File: config.mk
export PLATFORM = sky130hd
export DESIGN_NAME = bru_issue_arb
export DESIGN_NICKNAME = d
export VERILOG_FILES = /design/src/rtl/bru_issue_arb.sv
export SDC_FILE = /design/constraint.sdc
export NUM_CORES = 1
export LEC_CHECK = 0
export CAP_MARGIN = 20
export CORE_AREA = 2 2 281 283
export CTS_BUF_LIST = sky130_fd_sc_hd__clkbuf_4
export CTS_CLUSTER_DIAMETER = 50
export DETAILED_ROUTE_END_ITERATION = 8
export DIE_AREA = 0 0 283 285
export SLEW_MARGIN = 10
export SYNTH_ARGS = -nofsm -noshare
export SYNTH_HDL_FRONTEND = slang
export SYNTH_SLANG_ARGS = --single-unit
File: constraint.sdc
create_clock -name clk_i -period 9.4 [get_ports clk_i]
set_clock_uncertainty 0.2 [all_clocks]
set_input_delay 0.94 -clock clk_i [delete_from_list [all_inputs] [get_ports clk_i]]
set_output_delay 0.94 -clock clk_i [all_outputs]
set_load 0.02 [all_outputs]
File: src/rtl/bru_issue_arb.sv
// bru_issue_arb: picks the older (ROB-age) of two branch issue slots onto the BRU port; ties go round-robin.
// Latency: 1 cycle through the hold register (0 when BRU_ARB_BYPASS_EN is defined and the register is empty).
// Backpressure: readies drop while the held uop is blocked by bru_full_i, during flush_i and during reset.
module bru_issue_arb #(
    parameter int XLEN   = 64,
    parameter int ITAG_W = 8,
    parameter int UOP_W  = 3*XLEN + 20 + 5 + 10 + ITAG_W
) (
    input  logic              clk_i,
    input  logic              rstn_i,
    input  logic              flush_i,
    input  logic [ITAG_W-1:0] rob_head_i,
    input  logic              req0_valid_i,
    input  logic [UOP_W-1:0]  req0_uop_i,
    output logic              req0_ready_o,
    input  logic              req1_valid_i,
    input  logic [UOP_W-1:0]  req1_uop_i,
    output logic              req1_ready_o,
    output logic              bru_valid_o,
    output logic [UOP_W-1:0]  bru_uop_o,
    input  logic              bru_full_i
);

    logic              hold_vld;
    logic [UOP_W-1:0]  hold_uop;
    logic              rr_ptr;

    logic [ITAG_W-1:0] age0;
    logic [ITAG_W-1:0] age1;
    logic              any_req;
    logic              both_req;
    logic              tie;
    logic              win_sel;
    logic [UOP_W-1:0]  win_uop;
    logic              retire;
    logic              can_load;
    logic              accept;
    logic              byp_vld;

    // Age relative to the ROB head; modular subtraction handles tag wrap.
    assign age0     = req0_uop_i[ITAG_W-1:0] - rob_head_i;
    assign age1     = req1_uop_i[ITAG_W-1:0] - rob_head_i;
    assign any_req  = req0_valid_i | req1_valid_i;
    assign both_req = req0_valid_i & req1_valid_i;

    always_comb begin
        tie     = 1'b0;
        win_sel = req1_valid_i;
        if (both_req) begin
            if (age0 == age1) begin
                tie     = 1'b1;
                win_sel = rr_ptr;
            end else begin
                win_sel = (age1 < age0);
            end
        end
    end

    assign win_uop = win_sel ? req1_uop_i : req0_uop_i;

    // Outputs are gated with rstn_i so nothing handshakes while reset is asserted.
    assign retire   = rstn_i & hold_vld & ~bru_full_i & ~flush_i;
    assign can_load = ~hold_vld | retire;
    assign accept   = rstn_i & any_req & can_load & ~flush_i;

`ifdef BRU_ARB_BYPASS_EN
    assign byp_vld   = accept & ~hold_vld & ~bru_full_i;
    assign bru_uop_o = hold_vld ? hold_uop : win_uop;
`else
    assign byp_vld   = 1'b0;
    assign bru_uop_o = hold_uop;
`endif

    assign bru_valid_o  = retire | byp_vld;
    assign req0_ready_o = accept & ~win_sel;
    assign req1_ready_o = accept &  win_sel;

    always_ff @(posedge clk_i) begin
        if (!rstn_i) begin
            hold_vld <= 1'b0;
            rr_ptr   <= 1'b0;
        end else if (flush_i) begin
            hold_vld <= 1'b0;
        end else begin
            if (accept && !byp_vld) begin
                hold_vld <= 1'b1;
            end else if (retire) begin
                hold_vld <= 1'b0;
            end
            if (accept && tie) begin
                rr_ptr <= ~win_sel;
            end
        end
    end

    // Payload register carries no reset; hold_vld qualifies it.
    always_ff @(posedge clk_i) begin
        if (accept && !byp_vld) begin
            hold_uop <= win_uop;
        end
    end

endmodule

Word-level counts from Yosys, hierarchy flattened:

Index checks and enable logic that the tools add are counted.

* magnitude comparators: 1
* eq/ne operators: 1
* add/sub/neg operators: 2
* bitwise logic cells: 16
* multiplexer cells: 7
* reductions and logical operators: 4

Operator list (count)
* $mux 235: 1
* $sub 8x8->8: 2
* $and 1x1->1: 9
* $eq 8x8->1: 1
* $lt 8x8->1: 1
* $mux 1: 6
* $not 1->1: 5
* $or 1x1->1: 2
* $reduce_and 2->1: 1
* $reduce_bool 2->1: 1
* $reduce_or 2->1: 1
* $logic_and 1x1->1: 1

* flip-flop bits (word level): 237
* word-level logic and storage cells: 34
* bits of input ports: 484
* output and inout port bits: 238

Depth between registers and ports, before layout:

* depth after elaboration: 8
* mapped depth: 18
* gate-level depth less buffers: 15

Worst setup path after synthesis:

OpenSTA, ideal clock, no wires.

* path type: input to output
* from: input port flush_i
* to: output port req0_ready_o
* buffers on the path: 0
* stages: 4
* arrival time: 7.403 ns
* path slack: 0.857 ns
* path through: nand2b_1 > a21oi_1 > o21a_1 > and3b_1

* word-level cells in the longest chain between the ends: 6

Ends and longest elaborated chain
* from (decl): line 11 `input logic flush_i,`
* $not 1->1 (no source line) (*)
* $and 1x1->1: line 62 `assign retire = rstn_i & hold_vld & ~bru_full_i & ~flush_i;`
* $or 1x1->1: line 63 `assign can_load = ~hold_vld | retire;`
* $and 1x1->1: line 64 `assign accept = rstn_i & any_req & can_load & ~flush_i;`
* $and 1x1->1 (*): line 64
* via accept: line 37 `logic accept;`
* $and 1x1->1 (*): line 75 `assign req0_ready_o = accept & ~win_sel;`
* to (decl): line 15 `output logic req0_ready_o,`

The timed path passes the listed nets; every way through them passes the cells marked *.

Worst setup path after layout:

* from: input port req1_uop_i[0]
* to: output port req0_ready_o

* word-level cells in the longest chain between the ends: 6
* elaborated cells between the ends (all ways): 7
* those cells by class: add/sub (1); order compare (1); eq/ne (1); mux (2); bitwise (2)

Ends and longest elaborated chain
* from (decl): line 17 `input logic [UOP_W-1:0] req1_uop_i,`
* $sub 8x8->8 (*): line 42 `assign age1 = req1_uop_i[ITAG_W-1:0] - rob_head_i;`
* $lt 8x8->1 / $eq 8x8->1 (equally long branches): line 54, 50
* $mux 1 (*): line 50 `if (age0 == age1) begin`
* $mux 1 (*): line 49 `if (both_req) begin`
* $not 1->1 (*): line 75
* $and 1x1->1 (*): line 75

Mark *: on every way between the ends. The rest lies on a longest branch, timed or not.

==> run metrics <==
top cells by count, synth nand2_1, edfxtp_1, o22ai_1; die height approximately 290 um; Max Fclk 0.147 GHz; CTS resizes 0; routed via count 11800; Yosys top cell area share 59.9%; Logic pwr share between 30 and 40%; antenna violations before repair 15; Fin Setup TNS 0 ns; Seq pwr share between 30% and 40%; Pins Over Slew Limit 0; share of layout cells above drive strength 1 7.52%; largest net degree at the start of global routing 86; Total GRT Usage around an eighth; Critical Path RT just over 8 ns; Tcrit/Tclk final 72.4%; number of flops mapped to enable cells by yosys roughly 240; Buffers on Ports a little over 700; Mapped Nets approximately 1700; Post-CTS Hold Buffers 0; Clock Power Share between 30% and 40%; met1 Usage GRT around 15%; top-count cell post-synth nand2_1; # Post-CTS Setup Buffers 0; DR iter-0 viols 550; kind of critical path in2out; clock root buffer clkbuf_4; CP endpoint kind primary output; Int Pwr around 2.3 mW; sequential share of the synthesized area 60.2%; via/cell ratio 3.98; gpl congestion roughly 0.82; P_sw roughly 1.1 mW; HP Class reg2reg; crit path DAT about 5.7 ns; Sw Share between 30% and 40%; pwr dens about 160 mW/mm^2; Max IR drop VDD between 70 and 80 uV; worst hold stages 2; CTS tree done; worst-skew pair later-pin latency just under 0.8 ns; endpoints failing hold 0; Worst slew margin 30.0%; first-pass GRT wire length 78.6 mm; final non-filler cell total ~3000; critical path peak fanout 43; asr flop ratio synth 0%; Main synth FF type edfxtp_1; post-layout min period 6.81 ns; ranking of synthesized cells by area edfxtp_1, nand2_1, o22ai_1, ha_1, buf_2; H-tree depth 3; Synth cell types 36; CTS max path bufs 3; TritonCTS Buffers a little over 70; vias in the first global route between 10000 and 15000; clk sinks 237; detailed placer's ending HPWL just under 40 mm; antenna viol nets, final 0; RSZ-0062 raised after global routing false; worst-margin pin slew around 1.1 ns; status finished, final reports clean; busiest metal layer after global routing met2; Final setup viols 0; Die X about 280 um; met3 track demand over resource 6.14%; CP Launch Type primary input; first drt pass iteration count 5; Starting Density about 15%; leak pwr between 7 and 8 nW; row count about 100; Mapped Cells around 1200; Ys Warns 0; Congestion Overflow GR 0; DR WL/cell 18.3 um; area delta synth->final 76.9%; Ports ~720; area leader, netlist edfxtp_1; Synth Cell Area roughly 0.012 mm^2; DRC 0; Detailed Route WL 54.3 mm; syn avg cell area between 10 and 15 um^2; Die ar. between 0.08 and 0.09 mm^2; total core area around 0.08 mm^2; MaxCap Viol Count 0; clock-pin slew on the worst setup and hold paths 0.06 ns; nets@finish roughly 2400; met2 Use GR approximately 21%; #FFs+latches synth 237; FF-to-FF path depth 5; Placed Cells between 2000 and 3000
worst max-delay path, stage by stage:
cell             delay [ns]
clkdlybuf4s50_1        0.53
inv_1                  0.06
ha_1                   0.21
fa_1                   0.41
nor2b_1                0.12
o21ai_0                0.10
a21boi_0               0.34
or4_1                  0.17
nand3_1                0.07
ha_1                   0.30
nand3_1                0.12
o41ai_1                0.85
nand2_4                0.50
and3b_1                0.36
clkdlybuf4s50_1        0.54
path summary, 6_finish.rpt:
path | slack (ns) | from | endpoint
worst max-delay path | 2.59 | req1_uop_i[0] | req0_ready_o
worst min-delay path | 0.36 | hold_vld | hold_vld
worst max register to register | 5.48 | hold_vld | bru_uop_o[127]
worst min register to register | 0.36 | hold_vld | hold_vld
metal layers:
layer,vias up,share of wire (%)
met5,-,0.075
met4,6,2.8
li1,5645,-
met3,100,12
met2,617,46
met1,5460,39
layout make-up:
type | instances | area, um^2
fill | 8276 | 57100
timing repair buffer | 739 | 7360
sequential | 237 | 7100
multi-input combinational | 804 | 4110
tap | 1050 | 1310
clock buffer | 105 | 788
clock inverter | 13 | 111
inverter | 17 | 63.8
antenna | 9 | 22.5
sequential cells by signal, summed over array words and instances, names as in the netlist:
register   cells
hold_vld       1
rr_ptr         1
bru_uop_o    235
metrics by stage:
step           setup WS (ns)  total power [mW]  area, um^2  util [%]  hold slack, ns
2_1_floorplan          0.857              1.92       11800         -           0.274
3_3_place_gp            2.66              2.37       19900      25.6           0.312
3_5_place_dp            2.57              2.38       19900      25.6           0.328
4_1_cts                 2.58              3.47       20800      26.7           0.343
5_1_grt                 2.28              3.60       20900      26.7           0.403
6_report                2.59              3.40       20900      26.8           0.358
layout by cell type, fill, tap and decap left out, types with 2 or more instances in the layout:
master and instances:
buf_4 18, diode_2 9, ha_1 21, o22ai_1 225
a21o_1 3, xor2_1 4, dfxtp_1 2, xnor2_1 10
bufinv_16 2, nand4_1 2, clkbuf_4 105, edfxtp_1 235
nor2b_1 4, inv_1 17, nand3_1 3, nand2_1 472
nor3_1 4, nor2_1 12, fa_1 2, o41ai_1 3
a31o_1 2, o21ai_0 5, o22ai_2 10, a21oi_1 8
nand2b_1 2, clkinv_1 7, clkdlybuf4s50_1 720
logic make-up after synthesis:
group	Yosys count	share of synthesized area [%]
AOI/OAI and AO/OA	262	14.5
buffers and inverters	122	5.23
DFF	237	60.2
adders and majority gates	23	2.57
xor gates and xnor gates	14	1.04
and+or+nand+nor	505	16.5
power groups by stage:
| stage | combinational [mW] | clock [mW] | sequential, mW |
|---|---|---|---|
| finish | 1.03 | 1.06 | 1.31 |
| CTS | 1.04 | 1.12 | 1.32 |
| global route | 1.11 | 1.16 | 1.32 |
| global placement | 1.03 | 0 | 1.34 |
| floorplan | 0.492 | 0 | 1.43 |
| detailed placement | 1.04 | 0 | 1.34 |
No activity file was read; power rests on OpenSTA's default activity.
